[src/rtl/traffic_pkg.sv]
// Shared types and constants for the traffic light controller.
// Latency: n/a (package only).
// Backpressure: n/a.
package traffic_pkg;

    // State encodings are visible on o_state, so the values are fixed.
    typedef enum logic [1:0] {
        ST_RED    = 2'd0,
        ST_GREEN  = 2'd1,
        ST_YELLOW = 2'd2,
        ST_FLASH  = 2'd3
    } state_t;

    localparam int CNT_W = 4;

    localparam logic [CNT_W-1:0] CNT_ONE = CNT_W'(1);
    localparam logic [CNT_W-1:0] CNT_TWO = CNT_W'(2);

    // Width of the divider counter; never below one bit.
    function automatic int tick_width(input int div);
        return (div <= 2) ? 1 : $clog2(div);
    endfunction

endpackage

[src/rtl/btn_debounce.sv]
// NC/NO pushbutton debouncer: 2-flop synchronizers, SR latch, rising-edge pulse.
// Latency: contact change before edge N gives o_rise high after edge N+2 for one cycle.
// Backpressure: none; o_rise is a single-cycle event with no handshake.
//
// Ports: i_clk/i_rst (sync, active-high), i_nc/i_no (un-inverted contacts),
//        o_rise (one-cycle pulse on each debounced press).
module btn_debounce (
    input  logic i_clk,
    input  logic i_rst,
    input  logic i_nc,
    input  logic i_no,
    output logic o_rise
);

    logic nc_meta_q, nc_s_q;
    logic no_meta_q, no_s_q;
    logic level_q, level_d;
    logic level_prev_q;

    // A break-before-make switch only sets or clears on an unambiguous
    // contact pair; both-equal (mid-travel or bounce) holds the level.
    always_comb begin
        level_d = level_q;
        if (no_s_q && !nc_s_q) begin
            level_d = 1'b1;
        end else if (nc_s_q && !no_s_q) begin
            level_d = 1'b0;
        end
    end

    always_ff @(posedge i_clk) begin
        if (i_rst) begin
            nc_meta_q    <= 1'b0;
            nc_s_q       <= 1'b0;
            no_meta_q    <= 1'b0;
            no_s_q       <= 1'b0;
            level_q      <= 1'b0;
            level_prev_q <= 1'b0;
        end else begin
            nc_meta_q    <= i_nc;
            nc_s_q       <= nc_meta_q;
            no_meta_q    <= i_no;
            no_s_q       <= no_meta_q;
            level_q      <= level_d;
            level_prev_q <= level_q;
        end
    end

    assign o_rise = level_q && !level_prev_q;

endmodule

[src/rtl/traffic_light_ctrl.sv]
// Timed R/Y/G traffic light with pedestrian request and flashing-red maintenance mode.
// Latency: S1 press -> pending after 4 edges; DIP change -> state effect after 3 edges.
// Backpressure: none; free-running timed sequencer, outputs decoded from registers.
//
// Ports: i_clk/i_rst (sync, active-high); i_dip[7]=run, i_dip[3:0]=green seconds;
//        i_s1_nc/i_s1_no S1 contacts; o_red/o_yel/o_grn lamps; o_walk; o_req_pending;
//        o_count remaining seconds (0 in FLASH); o_state current state encoding.
module traffic_light_ctrl
    import traffic_pkg::*;
#(
    parameter int TICK_DIV = 1000,
    parameter int YEL_SECS = 3,
    parameter int RED_SECS = 5
) (
    input  logic             i_clk,
    input  logic             i_rst,
    input  logic [7:0]       i_dip,
    input  logic             i_s1_nc,
    input  logic             i_s1_no,
    output logic             o_red,
    output logic             o_yel,
    output logic             o_grn,
    output logic             o_walk,
    output logic             o_req_pending,
    output logic [3:0]       o_count,
    output logic [1:0]       o_state
);

    localparam int TICK_W = tick_width(TICK_DIV);
    localparam logic [TICK_W-1:0] TICK_LAST = TICK_W'(TICK_DIV - 1);
    localparam logic [CNT_W-1:0]  RED_CNT   = CNT_W'(RED_SECS);
    localparam logic [CNT_W-1:0]  YEL_CNT   = CNT_W'(YEL_SECS);

    logic [7:0]        dip_meta_q, dip_s_q;
    state_t            state_q, state_d;
    logic [CNT_W-1:0]  count_q, count_d;
    logic [TICK_W-1:0] tick_cnt_q, tick_cnt_d;
    logic              pend_q, pend_d;
    logic              flash_red_q, flash_red_d;
    logic              tick;
    logic              req_evt;
    logic [CNT_W-1:0]  green_cnt;
    logic              unused_dip;

    assign unused_dip = ^dip_s_q[6:4];

    btn_debounce u_s1 (
        .i_clk  (i_clk),
        .i_rst  (i_rst),
        .i_nc   (i_s1_nc),
        .i_no   (i_s1_no),
        .o_rise (req_evt)
    );

    assign tick      = (tick_cnt_q == TICK_LAST);
    // A zero green setting would otherwise never expire; run it as one second.
    assign green_cnt = (dip_s_q[3:0] == 4'd0) ? CNT_ONE : dip_s_q[3:0];

    always_comb begin
        state_d     = state_q;
        count_d     = count_q;
        pend_d      = pend_q;
        flash_red_d = flash_red_q;
        tick_cnt_d  = tick ? '0 : tick_cnt_q + TICK_W'(1);

        if (!dip_s_q[7]) begin
            if (state_q != ST_FLASH) begin
                state_d     = ST_FLASH;
                count_d     = '0;
                pend_d      = 1'b0;
                flash_red_d = 1'b1;
                tick_cnt_d  = '0;
            end else if (tick) begin
                flash_red_d = !flash_red_q;
            end
        end else if (state_q == ST_FLASH) begin
            state_d    = ST_RED;
            count_d    = RED_CNT;
            tick_cnt_d = '0;
        end else begin
            if (req_evt && (state_q == ST_GREEN || state_q == ST_YELLOW)) begin
                pend_d = 1'b1;
            end
            // Shortening takes priority over a same-cycle second tick.
            if (state_q == ST_GREEN && pend_q && count_q > CNT_TWO) begin
                count_d = CNT_TWO;
            end else if (tick) begin
                if (count_q == CNT_ONE) begin
                    tick_cnt_d = '0;
                    case (state_q)
                        ST_RED: begin
                            state_d = ST_GREEN;
                            count_d = green_cnt;
                        end
                        ST_GREEN: begin
                            state_d = ST_YELLOW;
                            count_d = YEL_CNT;
                        end
                        ST_YELLOW: begin
                            // Entering RED serves the request; later
                            // set attempts in this cycle are dropped.
                            state_d = ST_RED;
                            count_d = RED_CNT;
                            pend_d  = 1'b0;
                        end
                        default: begin
                            state_d = state_q;
                        end
                    endcase
                end else begin
                    count_d = count_q - CNT_ONE;
                end
            end
        end
    end

    always_ff @(posedge i_clk) begin
        if (i_rst) begin
            dip_meta_q  <= '0;
            dip_s_q     <= '0;
            state_q     <= ST_RED;
            count_q     <= RED_CNT;
            tick_cnt_q  <= '0;
            pend_q      <= 1'b0;
            flash_red_q <= 1'b1;
        end else begin
            dip_meta_q  <= i_dip;
            dip_s_q     <= dip_meta_q;
            state_q     <= state_d;
            count_q     <= count_d;
            tick_cnt_q  <= tick_cnt_d;
            pend_q      <= pend_d;
            flash_red_q <= flash_red_d;
        end
    end

    assign o_red         = (state_q == ST_RED) || (state_q == ST_FLASH && flash_red_q);
    assign o_yel         = (state_q == ST_YELLOW);
    assign o_grn         = (state_q == ST_GREEN);
    assign o_walk        = (state_q == ST_RED);
    assign o_req_pending = pend_q;
    assign o_count       = count_q;
    assign o_state       = state_q;

endmodule

[config.mk]
export PLATFORM = sky130hd
export DESIGN_NAME = traffic_light_ctrl
export DESIGN_NICKNAME = d
export VERILOG_FILES = /design/src/rtl/traffic_pkg.sv /design/src/rtl/btn_debounce.sv /design/src/rtl/traffic_light_ctrl.sv
export SDC_FILE = /design/constraint.sdc
export NUM_CORES = 1
export LEC_CHECK = 0
export BUFFER_PORTS_ARGS = -buffer_cell sky130_fd_sc_hd__buf_2
export CORE_ASPECT_RATIO = 1.75
export CORE_MARGIN = 5
export CORE_UTILIZATION = 55
export CTS_CLUSTER_DIAMETER = 80
export DETAILED_ROUTE_END_ITERATION = 8
export GPL_TIMING_DRIVEN = 0
export HOLD_SLACK_MARGIN = 0.08
export PLACE_DENSITY = 0.77
export SLEW_MARGIN = 5
export SYNTH_ARGS = -nofsm -noshare
export SYNTH_HDL_FRONTEND = slang
export SYNTH_SLANG_ARGS = --single-unit
[constraint.sdc]
create_clock -name i_clk -period 2.45 [get_ports i_clk]
set_input_delay 0.245 -clock i_clk [delete_from_list [all_inputs] [get_ports i_clk]]
set_output_delay 0.245 -clock i_clk [all_outputs]
set_load 0.02 [all_outputs]
* Word level (Yosys, flattened, before mapping)
Cells that the tools add are included.
** Operators by class
- Equality and inequality tests :: 13
- $add $sub $neg :: 2
- Bitwise operators :: 1
- Muxes and demuxes :: 34
- Order comparisons :: 1
- Reduce and logical (&&, ||, !) cells :: 22
** Operators with widths (count)
- 2-to-1 mux 10 bit :: 7
- 2-to-1 mux 4 bit :: 7
- 2-to-1 mux 1 bit :: 12
- 2-to-1 mux 2 bit :: 6
- one-hot mux 4 bit (3 select lines) :: 1
- adder 10 x 1 -> 10 bit (second input constant) :: 1
- == test 10 bit (second input constant) :: 1
- logical AND 1 bit :: 7
- inequality test 7 bit (second input constant) :: 1
- inequality test 3 x 1 -> 1 bit (second input constant) :: 2
- one-hot mux 2 bit (3 select lines) :: 1
- nonzero test 2 bit :: 3
- inequality test 5 x 4 -> 1 bit (second input constant) :: 1
- AND reduction 5 bit :: 1
- == test 2 bit (second input constant) :: 2
- == test 4 x 1 -> 1 bit (second input constant) :: 1
- greater-than comparator 4 x 2 -> 1 bit (second input constant) :: 1
- logical NOT 1 bit :: 4
- logical NOT 4 bit :: 1
- inequality test 2 bit (second input constant) :: 2
- inequality test 4 x 1 -> 1 bit (second input constant) :: 1
- AND reduction 2 bit :: 2
- subtractor 4 x 1 -> 4 bit (second input constant) :: 1
- inequality test 3 bit (second input constant) :: 1
- other kinds (5) :: 6
** Word-level totals
- Bits of input ports :: 12
- Bits in registers :: 40
- Word-level logic and storage cells :: 86
- Output and inout port bits :: 11

* Longest topological paths before layout
Gate-level depths: netlist of the first run.
- Depth in word-level cells :: 10
- Gate-level depth with buffers :: 8
- Mapped depth without buffers :: 7

* Cells and area by module
Synthesis of the first run repeated with hierarchy kept, for this count alone.
** Unflattened totals
- Cells, all modules :: 171
- Area, all modules :: 1616.6 sq um
** By module, submodules not included
- traffic_light_ctrl :: times used 1, sequential area each 560.5 sq um, cells each 155, area each 1428.9 sq um
- btn_debounce :: times used 1, sequential area each 120.1 sq um, cells each 16, area each 187.7 sq um

* Worst setup path after synthesis of the first run
No wires, ideal clock.
- Path kind :: flip-flop to flip-flop
- Start point :: reg state_q[0] (netlist: o_state[0])
- End point :: reg count_q[2] (netlist: o_count[2])
- Clock period less this slack :: 2.009 ns
- Arrival :: 1.881 ns
- Library setup time :: 0.128 ns
- Path slack :: 0.441 ns
- Cell stages (with the launch flop) :: 9
- Cells stage by stage :: dfxtp_1 -> inv_1 -> ha_1 -> clkbuf_1 -> nor3b_1 -> nand2_1 -> and4b_1 -> nor4_1 -> o31ai_1
** On the way
- Longest elaborated chain between the ends :: 7
- Elaborated cells between the ends (all ways) :: 17
- Those cells by class :: 6 x eq/ne; 6 x mux; 5 x reduce/logical
** RTL lines
- from (decl) :: line traffic_light_ctrl.sv:35 : state_t state_q, state_d;
- from (signal assigned) :: line traffic_light_ctrl.sv:129 : state_q <= state_d;
- == test 2 bit, or another cell as far along :: line traffic_light_ctrl.sv:90 : case (state_q)
- one-hot mux 4 bit (3 select lines) :: line traffic_light_ctrl.sv:90
- 2-to-1 mux 4 bit :: line traffic_light_ctrl.sv:88 : if (count_q == CNT_ONE) begin
- 2-to-1 mux 4 bit :: line traffic_light_ctrl.sv:87 : end else if (tick) begin
- 2-to-1 mux 4 bit :: line traffic_light_ctrl.sv:85 : if (state_q == ST_GREEN && pend_q && count_q > CNT_TWO) begin
- 2-to-1 mux 4 bit :: line traffic_light_ctrl.sv:76 : end else if (state_q == ST_FLASH) begin
- 2-to-1 mux 4 bit :: line traffic_light_ctrl.sv:66 : if (!dip_s_q[7]) begin
- to (signal assigned) :: line traffic_light_ctrl.sv:130 : count_q <= count_d;
- to (decl) :: line traffic_light_ctrl.sv:36 : logic [CNT_W-1:0] count_q, count_d;
Several ways; a longest one is shown, not always the timed one. The select of a mux whose other input is x is not followed.
A chain may end at the register's enable or synchronous reset.

* Worst setup path in the final report of the first run
Ends and elaborated chain as after synthesis.

==> results.sh, run 1 <==
export IMPL_drt_iter0_markers=28
export IMPL_yosysWarningCount=0
export IMPL_root_buffer="clkbuf_8"
export IMPL_leakagePower_nw=0.801
export IMPL_synth_edf_count=0
export IMPL_finalSetupTns_ns=0
export IMPL_n_antenna_cell=0
export IMPL_cts_sinks=34
export IMPL_rows=26
export IMPL_critPathMaxFanout=7
export IMPL_cap_violations=0
export IMPL_holdCritStartpoint="i_dip[3]"
export IMPL_grt_start_max_net_pins=13
export IMPL_wl_per_cell_um=14.3
export IMPL_yosysMostFrequentCell="dfxtp_1"
export IMPL_r2r_setup_slack_ns=0.28
export IMPL_slew_viol_final=0
export IMPL_clkLatencyLatePin_ns=0.28
export IMPL_cp_required_ns=2.61
export IMPL_dp_hpwl_um=2480
export IMPL_nets=223
export IMPL_seq_area_frac_synth_pct=41.6
export IMPL_end_kind="flop"
export IMPL_min_period_ns=2.17
export IMPL_synthTopCellsByCount="dfxtp_1 (34), nor2b_1 (17), nor2_1 (13), ha_1 (11), a21oi_1 (8)"
export IMPL_drive_gt1_share_pct=20.4
export IMPL_setup_viol=0
export IMPL_synth_xor_area_share_pct=3.74
export IMPL_antenna_found_initial=0
export IMPL_min_to="dip_meta_q[3]$_SDFF_PP0_"
export IMPL_drt_wl_total_um=3280
export IMPL_power_mw=1.34
export IMPL_htreeDepth=2
export IMPL_reg2reg_depth=8
export IMPL_fin_crit_sh_pct=88.7
export IMPL_grt_pass1_wl_um=5540
export IMPL_clock_skew_ns=0.00593
export IMPL_path_clk_slew_ns=0.07
export IMPL_synth_nets=197
export IMPL_die_h_um=82.2
export IMPL_dieArea_um2=4210
export IMPL_routabilityCongestion=0.930
export IMPL_fmax_mhz=460
export IMPL_arrival_ns=2.34
export IMPL_first_pass_iters=4
export IMPL_synthAdderAreaFrac_pct=8.40
export IMPL_worstSetupStartpointType="flop"
export IMPL_reg2reg_to="o_count[2]$_SDFFE_PP1P_"
export IMPL_r2r_start="o_state[0]$_SDFFE_PP0P_"
export IMPL_finalHoldViolCount=0
export IMPL_cts_buffer_depth=2
export IMPL_core_area_um2=2900
export IMPL_hold_class="in -> reg"
export IMPL_timing_hold_ws_ns=0.168
export IMPL_start_util_pct=56.6
export IMPL_cts_setup_buffers=0
export IMPL_yosysTopAreaCellShare_pct=41.6
export IMPL_muxShareOfSynthArea_pct=1.22
export IMPL_slew_headroom_pct=55.3
export IMPL_syn_to_final_growth_pct=16.3
export IMPL_avgViaCountPerCell=5.89
export IMPL_pwr_density_cell_nw_per_um2=704
export IMPL_fp_dieW_um=51.3
export IMPL_synthArstFlopShare_pct=0
export IMPL_grt_ovfl_total=0
export IMPL_synthTopCellsByArea="dfxtp_1 (42%), ha_1 (8.4%), nor2b_1 (6.5%)"
export IMPL_yosysUniqueCellTypes=42
export IMPL_synth_area_per_cell_um2=9.41
export IMPL_rsz0062_at_grt="no"
export IMPL_syn_area_um2=1640
export IMPL_status="finished clean"
export IMPL_worstMarginPinSlew_ns=0.659
export IMPL_synth_top_family_by_area="simple AND/OR/NAND/NOR gates"
export IMPL_drc=0
export IMPL_cts_buffers=5
export IMPL_ys_ff_latch=34
export IMPL_cts_resized_gates=0
export IMPL_yosys_area_share_simple_pct=27.9
export IMPL_synth_compound_area_share_pct=11.9
export IMPL_vias=1348
export IMPL_ant_nets=0
export IMPL_synth_main_ff_cell="dfxtp_1"
export IMPL_grtUsageTotal_pct=17.7
export IMPL_cts_tree="built"
export IMPL_crit_type="reg -> reg"
export IMPL_yosysTopAreaCell="dfxtp_1"
export IMPL_ios=23
export IMPL_grt_pass1_vias=1326
export IMPL_io_buffers=19
export IMPL_postCtsHoldBufs=0
export IMPL_synth_cells=174
export IMPL_worstHoldPathCells=2
export IMPL_peakVddDrop_v=0.000516
## registers in the layout, indices dropped and copies added (netlist names)
name,count
dip_meta_q,5
dip_s_q,5
flash_red_q,1
o_count,4
o_req_pending,1
o_state,2
tick_cnt_q,10
u_s1.level_prev_q,1
u_s1.level_q,1
u_s1.nc_meta_q,1
u_s1.nc_s_q,1
u_s1.no_meta_q,1
u_s1.no_s_q,1
## cell type report
cell class,count,area (µm²)
tap,28,35.0
multi-input combinational,126,871
inverter,7,26.3
sequential,34,681
clock inverter,3,68.8
clock buffer,5,68.8
buffer,7,60.1
fill,233,990
timing repair buffer,19,95.1
## through the flow
stage	setup WS, ns	util, %	instances	cell area, µm²
after floorplan	0.441	-	174	1640
after global placement	0.392	61.1	221	1770
after detailed placement	0.321	61.1	221	1770
after CTS	0.307	65.8	229	1910
after global routing	0.148	65.8	229	1910
final	0.277	65.8	229	1910
## worst max-delay path by stage
stage	endpoint	slack, ns	start
global placement	o_count[2]$_SDFFE_PP1P_	0.39	o_state[0]$_SDFFE_PP0P_
floorplan	o_count[2]$_SDFFE_PP1P_	0.44	o_state[0]$_SDFFE_PP0P_
CTS	o_count[0]$_SDFFE_PP1P_	0.31	o_state[0]$_SDFFE_PP0P_
finish	o_count[2]$_SDFFE_PP1P_	0.28	o_state[0]$_SDFFE_PP0P_
global route	o_count[0]$_SDFFE_PP1P_	0.15	o_state[0]$_SDFFE_PP0P_
detailed placement	o_count[0]$_SDFFE_PP1P_	0.32	o_state[0]$_SDFFE_PP0P_
## metal layers
layer | vias to the layer above | global-route usage [%] | share of wire, %
li1 | 664 | - | -
met1 | 619 | 17.0 | 38
met2 | 50 | 31.9 | 51
met3 | 15 | 3.95 | 5.4
met4 | 0 | 14.2 | 4.9
met5 | - | 0 | 0
## report_power, final
group	switching [mW]	internal, mW	leakage, nW
Combinational	0.0852	0.0612	0.454
Clock	0.204	0.407	0.0683
Sequential	0.0129	0.571	0.279
## cells by family (layout without fill, tap and decap cells)
logic type,Yosys count,after routing
buffers and inverters,14,41
muxes,2,2
DFF,34,34
AOI/OAI and AO/OA,31,31
and+or+nand+nor,75,75
xor gates and xnor gates,7,7
adders and majority gates,11,11
## worst max-delay path, stage by stage (launching register included)
cell and delay, ns:
dfxtp_1 0.44, inv_1 0.12, ha_1 0.29, clkbuf_1 0.19, nor3b_1 0.28, nand2_1 0.15
and4b_1 0.25, nor4_1 0.21, o31ai_1 0.12
## placed cells by master (no fill, tap or decap), drive strengths merged, types with 2 or more instances in the layout
master  instances
buf            24
o31ai           2
xor2            4
and3            5
nor2b          17
nor2           13
ha             11
nor3b           4
nor4            5
or3             2
xnor2           3
inv             7
dfxtp          34
a31oi           4
clkbuf          7
o21ai           8
or2b            3
mux2i           2
nand2           7
nand4           2
a211oi          3
bufinv          2
nand3           3
nor3            7
a21oi           8
Power figures use the tool's default switching activity.
==> run 2, diff against run 1 <==
--- a/config.mk
+++ b/config.mk
@@ -10,4 +10,5 @@
 export CORE_MARGIN = 5
-export CORE_UTILIZATION = 55
+export CORE_UTILIZATION = 42
 export CTS_CLUSTER_DIAMETER = 80
+export CTS_CLUSTER_SIZE = 28
 export DETAILED_ROUTE_END_ITERATION = 8
@@ -15,3 +16,2 @@
 export HOLD_SLACK_MARGIN = 0.08
-export PLACE_DENSITY = 0.77
 export SLEW_MARGIN = 5
==> constraint.sdc (replaced) <==
create_clock -name i_clk -period 2.45 [get_ports i_clk]
set_input_delay 0.49 -clock i_clk [delete_from_list [all_inputs] [get_ports i_clk]]
set_output_delay 0.49 -clock i_clk [all_outputs]
set_load 0.02 [all_outputs]
==> run 2 against run 1 <==
Compared with the run above:
- register-to-register slack worse by 0.06 ns
- non-clock buffer count stayed put
- global-route usage is 3.3 points lower
- total power is 14% lower
- largest cell class unchanged
==> results.sh, run 2 (synthesis results as in run 1) <==
export IMPL_layout_setup_ws_ns=0.216
export IMPL_power_mw=1.16
export IMPL_startpoint="o_state[0]$_SDFFE_PP0P_"
export IMPL_min_period_ns=2.23
export IMPL_root_buffer="clkbuf_8"
export IMPL_reg2reg_depth=8
export IMPL_slew_viol_final=0
export IMPL_dp_hpwl_um=2670
export IMPL_timing_hold_ws_ns=0.414
export IMPL_worstPathCellList="inv_1 > ha_1 > clkbuf_1 > nor3b_1 > nand2_1 > nand2_1 > a2111oi_0 > o31ai_1"
export IMPL_first_pass_iters=4
export IMPL_worstHoldPathCells=2
export IMPL_largest_reg_flops=10
export IMPL_cts_resized_gates=0
export IMPL_grt_pass1_vias=1404
export IMPL_rows=30
export IMPL_worstSetupStartpointType="flop"
export IMPL_cap_violations=0
export IMPL_crit_type="reg -> reg"
export IMPL_finalSetupTns_ns=0
export IMPL_mostFrequentLayoutCells="dfxtp_1 (34), buf_2 (19), nor2b_1 (17), nor2_1 (13), ha_1 (11)"
export IMPL_drt_iter0_markers=30
export IMPL_dieArea_um2=5300
export IMPL_cts_tree="built"
export IMPL_pwr_density_cell_nw_per_um2=614
export IMPL_cts_sinks=34
export IMPL_vias=1330
export IMPL_cts_buffers=5
export IMPL_ant_nets=0
export IMPL_fin_crit_sh_pct=91.2
export IMPL_syn_to_final_growth_pct=15.3
export IMPL_clkLatencyLatePin_ns=0.28
export IMPL_cts_buffer_depth=2
export IMPL_critPathMaxFanout=7
export IMPL_r2r_start="o_state[0]$_SDFFE_PP0P_"
export IMPL_hold_class="in -> reg"
export IMPL_grt_ovfl_total=0
export IMPL_htreeDepth=2
export IMPL_clock_skew_ns=0.00319
export IMPL_crit_path_max_incr_delay_ns=0.54
export IMPL_start_util_pct=42.8
export IMPL_nets=223
export IMPL_leakagePower_nw=0.780
export IMPL_peakVddDrop_v=0.000377
export IMPL_cts_setup_buffers=0
export IMPL_drive_gt1_share_pct=20.4
export IMPL_postCtsHoldBufs=0
export IMPL_drc=0
export IMPL_top_register="tick_cnt_q"
export IMPL_io_buffers=19
export IMPL_slew_headroom_pct=58.8
export IMPL_avgViaCountPerCell=5.34
export IMPL_antenna_found_initial=0
export IMPL_path_common_cell="nand2_1"
export IMPL_arrival_ns=2.39
export IMPL_holdCritStartpoint="i_s1_no"
export IMPL_routabilityCongestion=0.814
export IMPL_final_common_cell="dfxtp_1"
export IMPL_setup_viol=0
export IMPL_grt_pass1_wl_um=6060
export IMPL_grt_start_max_net_pins=12
export IMPL_drt_wl_total_um=3480
export IMPL_finalHoldViolCount=0
export IMPL_fp_dieW_um=57.2
export IMPL_wl_per_cell_um=14.0
export IMPL_status="finished clean"
export IMPL_end_kind="flop"
export IMPL_grtUsageTotal_pct=14.4
export IMPL_pre_cts_ws_ns=0.229
export IMPL_reg_largest_list="tick_cnt_q: 10 flops, dip_meta_q: 5 flops, dip_s_q: 5 flops"
export IMPL_cp_required_ns=2.60
export IMPL_worstMarginPinSlew_ns=0.608
export IMPL_path_clk_slew_ns=0.07
export IMPL_rsz0062_at_grt="no"
export IMPL_fmax_mhz=448
export IMPL_ios=23
export IMPL_die_h_um=92.6
export IMPL_core_area_um2=3830
export IMPL_n_antenna_cell=0
export IMPL_slowest_stage="a2111oi_0"
-- run 2: cell count changes in the layout (fill, tap and decap cells not counted) --
cell / before / now
clkinvlp_4: 0 / 1
bufinv_16: 2 / 0
clkinv_4: 1 / 0
clkbuf_8: 5 / 6
clkinv_2: 0 / 1
-- run 2: final timing paths --
check | end | slack (ns)
max | o_count[2]$_SDFFE_PP1P_ | 0.22
min | u_s1.no_meta_q$_SDFF_PP0_ | 0.41
max reg2reg | o_count[2]$_SDFFE_PP1P_ | 0.22
min reg2reg | dip_s_q[2]$_SDFF_PP0_ | 0.44
-- run 2: final cells by class --
cell class / count / area (µm²)
sequential: 34 / 681
clock buffer: 6 / 82.6
fill: 393 / 1940
clock inverter: 2 / 12.5
multi-input combinational: 126 / 871
timing repair buffer: 19 / 95.1
buffer: 7 / 60.1
tap: 48 / 60.1
inverter: 7 / 26.3
-- run 2: worst max-delay path: cells and delay by family (launching register included) --
kind                       cells  cell delay, ns
AOI/OAI and AO/OA              2            0.65
adders and majority gates      1            0.29
buffers and inverters          2            0.38
DFF                            1            0.44
and+or+nand+nor                3            0.35
-- run 2: report_power, final --
| part | total [mW] | leakage (nW) | internal, mW | switching [mW] |
|---|---|---|---|---|
| clock network | 0.428 | 0.0472 | 0.226 | 0.202 |
| registers | 0.584 | 0.279 | 0.571 | 0.0134 |
| logic | 0.147 | 0.454 | 0.0613 | 0.0852 |
-- run 2: routing by layer --
metal / track usage [%] / vias up / routed length, µm / share of wire [%]
met5: 0 / - / 0 / 0
met4: 10.3 / 0 / 114 / 3.3
met3: 4.04 / 10 / 145 / 4.2
met2: 24.3 / 34 / 1790 / 51
met1: 14.8 / 616 / 1430 / 41
li1: - / 670 / - / -
-- run 2: per-stage QoR --
step / utilization [%] / cells / area (µm²)
final: 49.3 / 249 / 1890
after global routing: 49.3 / 249 / 1890
after CTS: 49.3 / 249 / 1890
after detailed placement: 46.8 / 241 / 1790
after global placement: 46.8 / 241 / 1790
after floorplan: - / 174 / 1640
==> run 3, diff against run 2 <==
ABC_AREA = 1   (was default)
BUFFER_PORTS_ARGS = -buffer_cell sky130_fd_sc_hd__buf_4   (was -buffer_cell sky130_fd_sc_hd__buf_2)
SLEW_MARGIN = 20   (was 5)
==> run 3 against run 2 <==
Compared with the run above:
- synthesized cell count increased by 29%
- die area increased by 1.6%
- total power increased by 26%
- critical path depth decreased by 4
- routed wire length decreased by 12%
- critical endpoint is now o_red
- largest cell class unchanged
==> results.sh, run 3 <==
export IMPL_status="finished clean"
export IMPL_synthAdderAreaFrac_pct=8.25
export IMPL_dp_hpwl_um=2380
export IMPL_end_kind="primary output"
export IMPL_ios=23
export IMPL_reg_largest_list="tick_cnt_q: 10 flops, dip_meta_q: 5 flops, dip_s_q: 5 flops"
export IMPL_syn_to_final_growth_pct=20.0
export IMPL_muxShareOfSynthArea_pct=0
export IMPL_drive_gt1_share_pct=19.6
export IMPL_pwr_density_cell_nw_per_um2=730
export IMPL_synth_main_ff_cell="dfxtp_1"
export IMPL_avgViaCountPerCell=4.57
export IMPL_grt_ovfl_total=0
export IMPL_yosysTopAreaCell="dfxtp_1"
export IMPL_p_seq_share_pct=41.3
export IMPL_first_pass_iters=4
export IMPL_path_clk_slew_ns=0.08
export IMPL_mostFrequentLayoutCells="nor2_1 (41), inv_1 (39), dfxtp_1 (34), nand2_1 (29), buf_4 (18)"
export IMPL_grtUsageTotal_pct=12.9
export IMPL_ant_nets=0
export IMPL_final_common_cell="nor2_1"
export IMPL_hold_class="reg -> reg"
export IMPL_r2r_setup_slack_ns=0.73
export IMPL_yosysUniqueCellTypes=30
export IMPL_fp_dieW_um=57.6
export IMPL_arrival_ns=1.45
export IMPL_cts_tree="built"
export IMPL_clkLatencyLatePin_ns=0.29
export IMPL_reg2reg_to="o_count[2]$_SDFFE_PP1P_"
export IMPL_leakagePower_nw=0.912
export IMPL_yosysMostFrequentCell="nor2_1"
export IMPL_wl_per_cell_um=10.3
export IMPL_postCtsHoldBufs=0
export IMPL_rsz0062_at_grt="no"
export IMPL_p_switching_mw=0.380
export IMPL_nets=272
export IMPL_pre_cts_ws_ns=0.739
export IMPL_internal_power_mw=1.08
export IMPL_p_clk_share_pct=42.6
export IMPL_ys_ff_latch=34
export IMPL_seq_area_frac_synth_pct=40.8
export IMPL_worstSetupStartpointType="flop"
export IMPL_switching_share_pct=26.0
export IMPL_drt_iter0_markers=75
export IMPL_antenna_found_initial=0
export IMPL_slew_headroom_pct=73.6
export IMPL_root_buffer="clkbuf_8"
export IMPL_rows=30
export IMPL_start_util_pct=43.1
export IMPL_cap_violations=0
export IMPL_peakVddDrop_v=0.000525
export IMPL_cts_buffer_depth=2
export IMPL_syn_area_um2=1670
export IMPL_worstMarginPinSlew_ns=0.395
export IMPL_clock_skew_ns=0.0116
export IMPL_min_period_ns=1.94
export IMPL_htreeDepth=2
export IMPL_p_comb_share_pct=16.0
export IMPL_r2r_start="o_state[0]$_SDFFE_PP0P_"
export IMPL_cts_setup_buffers=0
export IMPL_cts_buffers=5
export IMPL_die_h_um=93.4
export IMPL_io_buffers=18
export IMPL_n_antenna_cell=0
export IMPL_dieArea_um2=5380
export IMPL_startpoint="o_state[0]$_SDFFE_PP0P_"
export IMPL_synthTopCellsByCount="nor2_1 (41), inv_1 (39), dfxtp_1 (34), nand2_1 (29), nand3_1 (14)"
export IMPL_cts_sinks=34
export IMPL_slew_viol_final=0
export IMPL_fin_crit_sh_pct=79.2
export IMPL_synthArstFlopShare_pct=0
export IMPL_layout_setup_ws_ns=0.510
export IMPL_finalHoldViolCount=0
export IMPL_core_area_um2=3870
export IMPL_critPathCapture="o_red"
export IMPL_drc=0
export IMPL_synthTopCellsByArea="dfxtp_1 (41%), nor2_1 (9.2%), inv_1 (8.8%)"
export IMPL_vias=1361
export IMPL_setup_viol=0
export IMPL_cp_required_ns=1.96
export IMPL_synth_area_per_cell_um2=7.45
export IMPL_routabilityCongestion=0.808
export IMPL_fmax_mhz=515
export IMPL_crit_type="reg -> out"
export IMPL_yosysWarningCount=0
export IMPL_cts_resized_gates=0
export IMPL_grt_start_max_net_pins=13
export IMPL_largest_reg_flops=10
export IMPL_synth_cells=224
export IMPL_grt_pass1_wl_um=5290
export IMPL_reg2reg_depth=9
export IMPL_synth_top_family_by_area="simple AND/OR/NAND/NOR gates"
export IMPL_finalSetupTns_ns=0
export IMPL_synth_edf_count=0
export IMPL_yosys_area_share_simple_pct=29.6
export IMPL_synth_compound_area_share_pct=8.85
export IMPL_synth_nets=247
export IMPL_grt_pass1_vias=1279
export IMPL_yosysTopAreaCellShare_pct=40.8
export IMPL_drt_wl_total_um=3080
export IMPL_critPathMaxFanout=7
export IMPL_synth_xor_area_share_pct=2.10
export IMPL_top_register="tick_cnt_q"
==> run 3: cell families after synthesis <==
logic type,after synthesis
xor gates and xnor gates,4
DFF,34
adders and majority gates,11
buffers and inverters,46
and+or+nand+nor,104
AOI/OAI and AO/OA,25
==> run 3: power by group through the flow <==
stage / Clock [mW] / Combinational, mW / Sequential (mW)
2_1_floorplan: 0 / 0.157 / 0.623
6_report: 0.623 / 0.234 / 0.604
3_3_place_gp: 0 / 0.235 / 0.616
5_1_grt: 0.664 / 0.264 / 0.608
3_5_place_dp: 0 / 0.237 / 0.617
4_1_cts: 0.645 / 0.238 / 0.604
==> run 3: area by class of cell <==
type	count	area [µm²]
inverter	44	165
tap	48	60.1
clock buffer	5	68.8
sequential	34	681
timing repair buffer	18	135
fill	390	1870
multi-input combinational	144	813
buffer	2	8.76
clock inverter	3	68.8
==> run 3: worst min path at each step <==
stage                     slack, ns                        end                     start  cells past startpoint
after CTS                      0.39   dip_meta_q[0]$_SDFF_PP0_                  i_dip[0]                      3
after floorplan                0.39      dip_s_q[0]$_SDFF_PP0_  dip_meta_q[0]$_SDFF_PP0_                      2
after global routing           0.41  u_s1.no_meta_q$_SDFF_PP0_                   i_s1_no                      3
after detailed placement       0.39      dip_s_q[2]$_SDFF_PP0_  dip_meta_q[2]$_SDFF_PP0_                      2
final                          0.39      dip_s_q[1]$_SDFF_PP0_  dip_meta_q[1]$_SDFF_PP0_                      2
after global placement         0.39      dip_s_q[3]$_SDFF_PP0_  dip_meta_q[3]$_SDFF_PP0_                      2
==> run 3: metal layers <==
layer / wire, µm / track usage (%) / up-vias
met5: 0 / 0 / -
met4: 86 / 6.96 / 0
met3: 130 / 3.73 / 9
met2: 1610 / 22.7 / 21
met1: 1250 / 13.2 / 596
li1: - / - / 735
==> run 3: worst max-delay path, cell delays in order, from the launching register on <==
cell     delay [ns]
dfxtp_1        0.50
ha_1           0.34
nand2_1        0.10
nand2_1        0.08
buf_4          0.14
==> run 3: per-stage QoR <==
step           area (µm²)  power [mW]  utilization, %  hold WS (ns)  std cells
3_5_place_dp         1860       0.854            48.2         0.394        290
6_report             2000        1.46            51.7         0.395        298
4_1_cts              2000        1.49            51.7         0.386        298
2_1_floorplan        1670       0.780               -         0.388        224
5_1_grt              2000        1.54            51.7         0.408        298
3_3_place_gp         1860       0.852            48.2         0.389        290
